<file path="src/rtl/fetch_stage_if.sv">
// Instruction-memory request/response bus between the fetch stage (master)
// and instruction memory (slave): single outstanding request, one response per grant.
interface fetch_stage_if;
   logic        imem_req;
   logic [31:0] imem_addr;
   logic        imem_gnt;
   logic        imem_rvalid;
   logic [31:0] imem_rdata;

   modport master (
      output imem_req,
      output imem_addr,
      input  imem_gnt,
      input  imem_rvalid,
      input  imem_rdata
   );

   modport slave (
      input  imem_req,
      input  imem_addr,
      output imem_gnt,
      output imem_rvalid,
      output imem_rdata
   );
endinterface

</file>
<file path="src/rtl/fetch_stage.sv">
// MIPS instruction-fetch stage: PC register, single-outstanding imem handshake, IF/ID slot.
// Optional macro FETCH_ADEL_EN: keeps redirect_pc[1:0] and turns misaligned fetches into a flagged nop.
module fetch_stage #(
   parameter int              PC_W     = 32,
   parameter logic [PC_W-1:0] RESET_PC = 32'h0000_3000
) (
   input  logic             clk,
   input  logic             reset_n,
   input  logic             stall,
   input  logic             redirect_en,
   input  logic [PC_W-1:0]  redirect_pc,
   fetch_stage_if.master    imem,
   output logic             id_valid,
   output logic [31:0]      id_instr,
   output logic [PC_W-1:0]  id_pc8
`ifdef FETCH_ADEL_EN
   ,
   output logic             id_adel
`endif
);

   typedef enum logic [1:0] {S_REQ, S_WAIT, S_HOLD} state_t;

   state_t          state_reg;
   logic [PC_W-1:0] pc_reg;
   logic            drop_reg;
   logic            run_reg;
   logic [31:0]     hold_reg;
   logic            req_w;
   logic            granted;
   logic            slot_free;
   logic [PC_W-1:0] target;

`ifdef FETCH_ADEL_EN
   logic            idle_reg;
   logic            misaligned;

   assign misaligned = (pc_reg[1:0] != 2'b00);
   assign target     = redirect_pc;
   // A misaligned PC never reaches memory; the nop/adel path stands in for it.
   assign req_w      = run_reg && (state_reg == S_REQ) && !misaligned;
`else
   assign target     = redirect_pc & ~PC_W'(3);
   assign req_w      = run_reg && (state_reg == S_REQ);
`endif

   assign imem.imem_req  = req_w;
   assign imem.imem_addr = pc_reg;
   assign granted        = req_w && imem.imem_gnt;
   assign slot_free      = !id_valid || !stall;

   always_ff @(posedge clk or negedge reset_n) begin
      if (!reset_n) begin
         state_reg <= S_REQ;
         pc_reg    <= RESET_PC;
         drop_reg  <= 1'b0;
         run_reg   <= 1'b0;
         hold_reg  <= 32'h0;
         id_valid  <= 1'b0;
         id_instr  <= 32'h0;
         id_pc8    <= '0;
`ifdef FETCH_ADEL_EN
         idle_reg  <= 1'b0;
         id_adel   <= 1'b0;
`endif
      end else begin
         run_reg <= 1'b1;

         // ID takes the slot this cycle; any word loaded below overrides this.
         if (id_valid && !stall) begin
            id_valid <= 1'b0;
`ifdef FETCH_ADEL_EN
            id_adel  <= 1'b0;
`endif
         end

         if (redirect_en) begin
            pc_reg   <= target;
            id_valid <= 1'b0;
`ifdef FETCH_ADEL_EN
            id_adel  <= 1'b0;
            idle_reg <= 1'b0;
`endif
            unique case (state_reg)
               S_REQ: begin
                  if (granted) begin
                     state_reg <= S_WAIT;
                     drop_reg  <= 1'b1;
                  end
               end
               S_WAIT: begin
                  // A response landing with the redirect is discarded right here.
                  if (imem.imem_rvalid) begin
                     state_reg <= S_REQ;
                     drop_reg  <= 1'b0;
                  end else begin
                     drop_reg  <= 1'b1;
                  end
               end
               default: state_reg <= S_REQ;
            endcase
         end else begin
            unique case (state_reg)
               S_REQ: begin
`ifdef FETCH_ADEL_EN
                  if (run_reg && misaligned && !idle_reg && slot_free) begin
                     id_instr <= 32'h0;
                     id_pc8   <= pc_reg + PC_W'(8);
                     id_valid <= 1'b1;
                     id_adel  <= 1'b1;
                     idle_reg <= 1'b1;
                  end else
`endif
                  if (granted) begin
                     state_reg <= S_WAIT;
                  end
               end
               S_WAIT: begin
                  if (imem.imem_rvalid) begin
                     if (drop_reg) begin
                        drop_reg  <= 1'b0;
                        state_reg <= S_REQ;
                     end else if (slot_free) begin
                        id_instr  <= imem.imem_rdata;
                        id_pc8    <= pc_reg + PC_W'(8);
                        id_valid  <= 1'b1;
`ifdef FETCH_ADEL_EN
                        id_adel   <= 1'b0;
`endif
                        pc_reg    <= pc_reg + PC_W'(4);
                        state_reg <= S_REQ;
                     end else begin
                        hold_reg  <= imem.imem_rdata;
                        pc_reg    <= pc_reg + PC_W'(4);
                        state_reg <= S_HOLD;
                     end
                  end
               end
               S_HOLD: begin
                  // pc already points past the buffered word, so its PC+8 is pc+4.
                  if (!stall) begin
                     id_instr  <= hold_reg;
                     id_pc8    <= pc_reg + PC_W'(4);
                     id_valid  <= 1'b1;
`ifdef FETCH_ADEL_EN
                     id_adel   <= 1'b0;
`endif
                     state_reg <= S_REQ;
                  end
               end
               default: state_reg <= S_REQ;
            endcase
         end
      end
   end

endmodule

</file>
<file path="src/flat_wrapper.sv">
// flat-port wrapper written by rule: the top's interface ports become plain ports
module fetch_stage_flat 
#(
   parameter int              PC_W     = 32,
   parameter logic [PC_W-1:0] RESET_PC = 32'h0000_3000
)
  (clk, reset_n, stall, redirect_en, redirect_pc, id_valid, id_instr, id_pc8, imem_imem_req, imem_imem_addr, imem_imem_gnt, imem_imem_rvalid, imem_imem_rdata);
  fetch_stage_if imem_i ();
  input  logic clk;
  input  logic reset_n;
  input  logic stall;
  input  logic redirect_en;
  input  logic [PC_W-1:0] redirect_pc;
  output logic id_valid;
  output logic [31:0] id_instr;
  output logic [PC_W-1:0] id_pc8;
  output wire logic [$bits(imem_i.imem_req)-1:0] imem_imem_req;
  output wire logic [$bits(imem_i.imem_addr)-1:0] imem_imem_addr;
  input wire logic [$bits(imem_i.imem_gnt)-1:0] imem_imem_gnt;
  input wire logic [$bits(imem_i.imem_rvalid)-1:0] imem_imem_rvalid;
  input wire logic [$bits(imem_i.imem_rdata)-1:0] imem_imem_rdata;
  assign imem_imem_req = imem_i.imem_req;
  assign imem_imem_addr = imem_i.imem_addr;
  assign imem_i.imem_gnt = imem_imem_gnt;
  assign imem_i.imem_rvalid = imem_imem_rvalid;
  assign imem_i.imem_rdata = imem_imem_rdata;
  fetch_stage #(.PC_W(PC_W), .RESET_PC(RESET_PC)) u_core (.clk(clk), .reset_n(reset_n), .stall(stall), .redirect_en(redirect_en), .redirect_pc(redirect_pc), .imem(imem_i), .id_valid(id_valid), .id_instr(id_instr), .id_pc8(id_pc8));
endmodule
</file>
<file path="config.mk">
export PLATFORM = sky130hd
export DESIGN_NAME = fetch_stage_flat
export DESIGN_NICKNAME = d
export VERILOG_FILES = /design/src/rtl/fetch_stage_if.sv /design/src/rtl/fetch_stage.sv /design/src/flat_wrapper.sv
export SDC_FILE = /design/constraint.sdc
export NUM_CORES = 1
export LEC_CHECK = 0
export CAP_MARGIN = 0
export CORE_ASPECT_RATIO = 0.6
export CORE_MARGIN = 2
export CORE_UTILIZATION = 25
export CTS_CLUSTER_DIAMETER = 50
export CTS_CLUSTER_SIZE = 40
export DETAILED_ROUTE_END_ITERATION = 12
export PLACE_DENSITY = 0.44
export SETUP_SLACK_MARGIN = 0.4
export SYNTH_ARGS = -nofsm -noshare
export SYNTH_HDL_FRONTEND = slang
export SYNTH_SLANG_ARGS = --single-unit
</file>
<file path="constraint.sdc">
create_clock -name clk -period 2.6 [get_ports clk]
set_input_delay 0.78 -clock clk [delete_from_list [all_inputs] [get_ports clk]]
set_output_delay 0.78 -clock clk [all_outputs]
set_load 0.01 [all_outputs]
</file>
==> out/metrics.yaml, run 1 <==
synth_area_leaders: "dfrtp_1 (49%), mux2_2 (5.5%), mux2i_1 (5.2%)"
max_freq_mhz: 464
path_cells: "inv_2 -> ha_4 -> and2_1 -> clkbuf_2"
rows: 45
dieArea_um2: 27300
core-area_um2: 25400
vias: 5772
synth.top_cell.area_share: 0.489
max_slew_margin: 0.549
drc_errors: 0
cp-start-kind: "flop"
outcome: "complete, no violations"
finalWirelength_um: 21600
drive_above_1_share: 0.214
grt_pass1_wl_um: 33800
cts_made_buffers: 17
fin_skew_ns: 0.0138
synthArstFlopShare: 1.00
yosysMostFrequentCell: "dfrtp_1"
cts_max_level: 4
peakVddDrop_v: 0.000501
ys_seq_area_frac: 0.497
first_pass_iters: 5
seqCellArea_um2: 3260
ant_nets: 0
path_class: "flop to primary output"
grt_use_total: 0.163
placedInstanceArea_um2: 8720
diodes: 0
fin_ws_ns: 0.443
netlist_area_um2: 6490
post_drt_wl_per_cell_um: 17.8
setup_violations: 0
clk_path_buf_depth: 2
design.portCount: 168
drv_cap: 0
clock_latency_ns: 0.43
synthTopCellsByCount: "dfrtp_1 (127), nand2_1 (83), o21ai_0 (67), clkbuf_1 (38), mux2i_1 (34)"
timing.hold.ws_ns: 0.280
portBuffers: 161
numClockSinks: 129
start_util: 0.256
grt_overflow: 0
antenna_found_initial: 1
critPathSlowestCell: "dfrtp_1"
worst_ep_required_time_ns: 1.82
synthToLayoutAreaGrowth_pct: 48.9
dp_hpwl_um: 15500
cp_max_fo: 5
grt_max_degree: 65
yosysWarningCount: 0
arrival_ns: 1.38
cts_hold_buf: 0
drt_iter0_drc: 322
place_congestion: 0.819
die_w_um: 212
rsz0062_at_grt: "true"
avgSynthCellArea_um2: 9.98
cp.depth: 4
synth_flop_cell: "dfrtp_1"
p_total_w: 0.00835
finalMaxSlewViolations: 0
postSynthCellCount: 651
period_needed_ns: 2.16
tightest_slew_ns: 0.670
cp-end-kind: "primary output"
root_buffer: "clkbuf_16"
p_leak_nw: 3.92
ys_ff_latch: 129
p_per_area_nw_per_um2: 863
period_share: 0.830
grt_pass1_vias: 5864
critical_path.top_delay_family: "flip-flops"
worst_r2r_path_depth: 6
synth_largest_area_cell: "dfrtp_1"
max_stage_delay_ns: 0.41
multi_input_area_um2: 3110
clk_pin_slew_ns: 0.06
final_design_area_no_fill_um2: 9670
min_path_type: "input port to asynchronous set/reset pin"
cts_tree: "done"
crit_buf_inv: 2
nFillCells: 2519
hold_viol: 0
synth-edff-count: 0
final_nets: 923
viasPerCell: 4.76
fp.dieH_um: 129
dp_slack_ns: -0.332
yosysUniqueCellTypes: 48
[power by group]
group	total (W)	internal [W]	switching (W)
logic	0.00279	0.00154	0.00125
clock network	0.00252	0.00158	0.000931
registers	0.00304	0.00264	0.000406
total	0.00835	0.00576	0.00259
[final cells by class]
cell class,instances,area share
flip-flops and latches,129,0.337
multi-input cells,461,0.322
repair buffers,232,0.230
clock buffers,23,0.0494
well taps,352,0.0455
clock inverters,9,0.0135
inverters,7,0.00298
[worst paths after layout]
kind                                                  from                               endpoint  slack, ns
min reg2reg                u_core.id_instr[28]$_DFFE_PN0P_        u_core.id_instr[28]$_DFFE_PN0P_       0.48
min                                                reset_n          u_core.id_pc8[24]$_DFFE_PN0P_       0.28
max reg2reg                u_core.state_reg[0]$_DFFE_PN0P_          u_core.id_pc8[28]$_DFFE_PN0P_       0.45
max                        u_core.state_reg[1]$_DFFE_PN0P_                          imem_imem_req       0.44
max in group asynchronous                          reset_n  u_core.imem.imem_addr[15]$_DFFE_PN0P_       1.57
min in group clk           u_core.id_instr[28]$_DFFE_PN0P_        u_core.id_instr[28]$_DFFE_PN0P_       0.48
[layer usage]
layer / wire length [µm] / global-route usage / vias up
met2: 9180 / 0.234 / 154
met1: 10700 / 0.237 / 2828
met3: 1440 / 0.0481 / 21
met5: 13 / 0 / -
li1: - / - / 2767
met4: 247 / 0.0447 / 2
[worst reg2reg max path: cells and delay by family (launching register included)]
family | cells | cell delay [ns]
AO/OA/AOI/OAI | 1 | 0.14
adder cells (fa/ha/maj) | 1 | 0.19
buffers and inverters | 1 | 0.06
flip-flops | 1 | 0.40
multiplexers | 1 | 0.17
AND/OR/NAND/NOR | 2 | 1.14
[cell usage in the layout (no fill, tap or decap), types with 5 or more instances in the layout]
cell type / count
buf_12: 7
a31oi_1: 26
nand2_1: 83
nor2_1: 31
dlygate4sd2_1: 15
dfrtp_2: 23
nor4_1: 6
or4_1: 25
clkbuf_16: 17
mux2i_1: 33
or4_4: 5
xor2_1: 7
nor3_1: 7
nand4_1: 14
clkdlybuf4s50_1: 138
xnor2_1: 16
o211ai_1: 6
dfrtp_1: 104
conb_1: 5
o31ai_1: 20
or3_1: 5
dlymetal6s2s_1: 5
o21ai_0: 66
mux2_2: 32
buf_4: 64
nand3_1: 23
[kinds of logic (layout without fill, tap and decap cells)]
| kind of cell | after synthesis | count (layout) | synth area share |
|---|---|---|---|
| buffers and inverters | 64 | 271 | 0.0453 |
| xor gates and xnor gates | 23 | 23 | 0.0310 |
| AOI/OAI and AO/OA | 134 | 134 | 0.124 |
| other | 2 | 5 | 0.00116 |
| adders and majority gates | 5 | 5 | 0.00963 |
| and+or+nand+nor | 228 | 228 | 0.184 |
| muxes | 66 | 66 | 0.108 |
| DFF | 129 | 129 | 0.497 |
[repair_timing]
item / 4_1_cts / 5_1_grt
resized for setup: 42 / 29
setup buffers: 20 / 10
endpoints found under the setup margin: 91 / 76
pin swaps: 0 / 8
[through the flow]
step	utilization	std cells	TNS, ns
global placement	0.343	1151	-7.19
detailed placement	0.343	1151	-7.75
floorplan	-	654	0
finish	0.381	1213	0
CTS	0.374	1203	0
global route	0.381	1213	0
(Power assumes the default switching activity.)
==> run 2: changes to the inputs <==
--- a/config.mk
+++ b/config.mk
@@ -12,7 +12,7 @@
 export CTS_CLUSTER_DIAMETER = 50
 export CTS_CLUSTER_SIZE = 40
 export DETAILED_ROUTE_END_ITERATION = 12
-export PLACE_DENSITY = 0.44
+export PLACE_DENSITY = 0.45
 export SETUP_SLACK_MARGIN = 0.4
 export SYNTH_ARGS = -nofsm -noshare
 export SYNTH_HDL_FRONTEND = slang
==> constraint.sdc (replaced) <==
create_clock -name clk -period 1.8 [get_ports clk]
set_input_delay 0.54 -clock clk [delete_from_list [all_inputs] [get_ports clk]]
set_output_delay 0.54 -clock clk [all_outputs]
set_load 0.01 [all_outputs]
==> run 2 against run 1 <==
  * The flow now finishes with violations (setup timing)
  * Utilization increased by 8.1 points
  * Clock skew is 0.00085 ns lower
  * Final area rose by 21%
  * Critical endpoint is now u_core.imem.imem_addr[21]$_DFFE_PN0P_
  * Largest cell class is now multi-input gates
  * Largest power group is now combinational cells
==> out/metrics.yaml, run 2 (synthesis gave the netlist of run 1 again) <==
clock_latency_ns: 0.43
rrSetupSlack_ns: -0.33
numClockSinks: 129
synthToLayoutAreaGrowth_pct: 80.5
outcome: "complete, but fails checks"
min_from: "u_core.id_pc8[13]$_DFFE_PN0P_"
portBuffers: 161
place_congestion: 0.899
hold_viol: 0
final_nets: 1087
grt_pass1_vias: 6153
cts_max_level: 4
period_needed_ns: 2.13
r2r_end: "u_core.imem.imem_addr[21]$_DFFE_PN0P_"
final_common_cell: "buf_4"
worst_ep_required_time_ns: 2.14
drive_above_1_share: 0.525
design.portCount: 168
clk_pin_slew_ns: 0.06
dieArea_um2: 27300
viasPerCell: 4.82
root_buffer: "clkbuf_16"
min_path_type: "flop to flop"
vias: 6640
core-area_um2: 25400
ant_nets: 0
drt_iter0_drc: 442
multi_input_area_um2: 3740
nFillCells: 2375
grt_max_degree: 43
rows: 45
diodes: 0
holdPathEnd: "u_core.id_pc8[13]$_DFFE_PN0P_"
seqCellArea_um2: 3240
finalMaxSlewViolations: 0
path_class: "flop to flop"
hold_depth: 2
drv_cap: 0
first_pass_iters: 5
setup_violations: 113
antenna_found_initial: 1
die_w_um: 212
max_slew_margin: 0.588
max_freq_mhz: 470
grt_use_total: 0.174
tightest_slew_ns: 0.618
p_total_w: 0.0137
start_util: 0.256
rsz0062_at_grt: "true"
violations: "setup timing"
clk_path_buf_depth: 2
p_leak_nw: 5.13
drc_errors: 0
worst_r2r_path_depth: 8
cts_tree: "done"
finalWirelength_um: 26700
cp-start-kind: "flop"
timing.hold.ws_ns: 0.488
cts_made_buffers: 17
fin_skew_ns: 0.0130
fin_ws_ns: -0.329
grt_pass1_wl_um: 35800
period_share: 1.18
post_drt_wl_per_cell_um: 19.4
arrival_ns: 2.47
grt_overflow: 0
most-common-layout-cells: "buf_4 (157), dfrtp_1 (116), buf_6 (83)"
p_per_area_nw_per_um2: 1170
rr_startpoint: "u_core.state_reg[1]$_DFFE_PN0P_"
fp.dieH_um: 129
cp-end-kind: "flop"
dp_hpwl_um: 17000
cp_max_fo: 8
peakVddDrop_v: 0.000766
-- run 2: changes by cell type in the layout (fill, tap and decap cells not counted), sizes merged, moves of 4 or more --
cell,delta
dlymetal6s2s,-4
clkdlybuf4s50,-73
dlygate4sd2,-14
buf,+201
clkbuf,+52
-- run 2: repair_timing --
action | CTS | global route
setup endpoints to repair | 222 | 222
pin swaps | 12 | 67
setup buffers | 33 | 70
hold buffers | 1 | 0
gates resized for setup | 253 | 357
gates cloned | 1 | 18
hold endpoints to repair | 22 | 0
-- run 2: how the worst max path moves through the flow --
stage                     depth (start not counted)  slack [ns]                                    end                             from
after floorplan                                   8       -0.42          u_core.id_pc8[28]$_DFFE_PN0P_  u_core.state_reg[0]$_DFFE_PN0P_
after global placement                            5       -0.87  u_core.imem.imem_addr[28]$_DFFE_PN0P_                 imem_imem_rvalid
after detailed placement                          5       -0.90  u_core.imem.imem_addr[28]$_DFFE_PN0P_                 imem_imem_rvalid
after CTS                                         8       -0.31  u_core.imem.imem_addr[21]$_DFFE_PN0P_  u_core.state_reg[0]$_DFFE_PN0P_
after global routing                              8       -0.38  u_core.imem.imem_addr[27]$_DFFE_PN0P_  u_core.state_reg[1]$_DFFE_PN0P_
final                                             8       -0.33  u_core.imem.imem_addr[21]$_DFFE_PN0P_  u_core.state_reg[1]$_DFFE_PN0P_
-- run 2: power breakdown --
part / switching, W / internal [W] / leakage, nW
Clock: 0.00136 / 0.00225 / 0.290
Sequential: 0.000633 / 0.00380 / 1.60
Combinational: 0.00260 / 0.00310 / 3.24
-- run 2: worst max-delay path, stage by stage, from the launching register on --
cell and delay, ns:
dfrtp_1 0.42, inv_2 0.10, ha_4 0.13, buf_6 0.10, nand4b_1 0.13, or3_4 0.40, buf_8 0.16, or4_4 0.46
a31oi_1 0.14
-- run 2: layout make-up --
class                   count  share of cell area
flip-flops and latches    129               0.277
repair buffers            395               0.313
clock inverters            10              0.0114
well taps                 352              0.0376
multi-input cells         462               0.320
clock buffers              22              0.0396
inverters                   7             0.00224
-- run 2: layer usage --
metal	vias up	GRT usage	wire length (µm)
li1	3084	-	-
met1	3309	0.255	13200
met2	210	0.241	11000
met3	35	0.0525	1980
met4	2	0.0551	400
met5	-	0	11
-- run 2: through the flow --
| step | utilization | instance area [µm²] | worst slack (ns) | std cells | setup TNS, ns |
|---|---|---|---|---|---|
| global route | 0.462 | 11700 | -0.377 | 1377 | -29.62 |
| floorplan | - | 6650 | -0.421 | 654 | -7.82 |
| finish | 0.462 | 11700 | -0.329 | 1377 | -21.35 |
| detailed placement | 0.366 | 9290 | -0.898 | 1222 | -69.23 |
| CTS | 0.405 | 10300 | -0.313 | 1289 | -25.63 |
| global placement | 0.366 | 9290 | -0.868 | 1222 | -59.83 |
==> variant: new RTL, settings of run 1 <==
The 3 states of `state_t` get a one-hot encoding in 3 bits.
--- a/src/rtl/fetch_stage.sv
+++ b/src/rtl/fetch_stage.sv
@@ -19,7 +19,7 @@
 `endif
 );
 
-   typedef enum logic [1:0] {S_REQ, S_WAIT, S_HOLD} state_t;
+   typedef enum logic [2:0] {S_REQ = 3'b001, S_WAIT = 3'b010, S_HOLD = 3'b100} state_t;
 
    state_t          state_reg;
    logic [PC_W-1:0] pc_reg;
Formal check against the unedited RTL: no difference found for any inputs over 4 cycles, from zero or initial values and one cycle with reset_n low; so few cycles prove little.
==> variant against run 1 <==
Area after synthesis is 2.4% lower; cell area is 3.5% lower; clock skew is 3.1 ps lower; count of clock-buffer cells in the layout is 6 lower; worst setup slack better by 3.0 ps; final cell count is 5.2% lower; routed wire length is 8.7% lower; sequential cell count is 1 higher; critical path depth is 3 lower; register-to-register slack better by 40 ps; critical path type unchanged; critical endpoint is now id_pc8[18]; highest routed layer is now met4.
Power is not compared: it rests on default switching activity, and its combinational part moved more than twofold at a synthesized area within 25%.
==> variant: results (changes against run 1) <==
Number of fill cells -> 2,508 (was 2,519)
Post-DP Area -> 8480 sq um (was 8720 sq um)
WL met1 -> 10,200 um (was 10,700 um)
R2r startpoint -> u_core.imem.imem_addr[12] (was u_core.state_reg[0])
FF-to-FF End -> u_core.id_pc8[27] (was u_core.id_pc8[28])
Crit-path slowest cell -> clkdlybuf4s50_1 (was dfrtp_1)
Top sig layer -> met4 (was met5)
DRT iter0 DRCs -> 211 (was 322)
Met2 wire length -> 8200 um (was 9180 um)
R2r setup slk -> 490 ps (was 450 ps)
Critical path's top delay family -> buffers and inverters (was flip-flops)
Slew Limit Headroom -> 61.0% (was 54.9%)
Status -> complete, no violations (unchanged)
CP Capture Point -> id_pc8[18] (was imem_imem_req)
# nets final -> 880 (was 923)
R2R depth -> 7 (was 6)
Mapped Cells -> 618 (was 651)
Tot Pwr -> 5.85 mW
First-pass GRT wire length -> 30,600 um (was 33,800 um)
Post-synth cell types -> 41 (was 48)
Dpl hpwl -> 14,100 um (was 15,500 um)
Post-synthesis sequential area ratio -> 51.4% (was 49.7%)
Met3 Use GR -> 3.88% (was 4.81%)
Crit path from -> u_core.id_pc8[18] (was u_core.state_reg[1])
Hold_ws -> 234 ps (was 280 ps)
Met1 usage -> 22.8% (was 23.7%)
DP Cell Count -> 1,100 (was 1,151)
Drt via density -> 4.49 (was 4.76)
-- variant: cell count changes in the layout (fill, tap and decap cells not counted), moves of 8 or more --
cell | before | now
o31ai_1 | 20 | 0
xor2_1 | 7 | 37
nand3_1 | 23 | 15
nor2_1 | 31 | 11
a31oi_1 | 26 | 1
o21ai_1 | 1 | 20
o21ai_0 | 66 | 76
nand2_1 | 83 | 112
or4_1 | 25 | 0
nand4_1 | 14 | 24
buf_4 | 64 | 42
-- variant: what timing repair did --
| item | 4_1_cts | 5_1_grt |
|---|---|---|
| resized for setup | 45 | 14 |
| cloned | 1 | 0 |
| setup endpoints to repair | 59 | 20 |
| buffers inserted | 16 | 1 |
| pin swaps | 2 | 3 |
-- variant: layout make-up --
| cell class | instances | area share (%) |
|---|---|---|
| flip-flops and latches | 130 | 35.2 |
| multi-input cells | 443 | 31.0 |
| repair buffers | 211 | 22.4 |
| clock buffers | 17 | 4.56 |
| well taps | 329 | 4.41 |
| clock inverters | 15 | 2.21 |
| inverters | 5 | 0.201 |
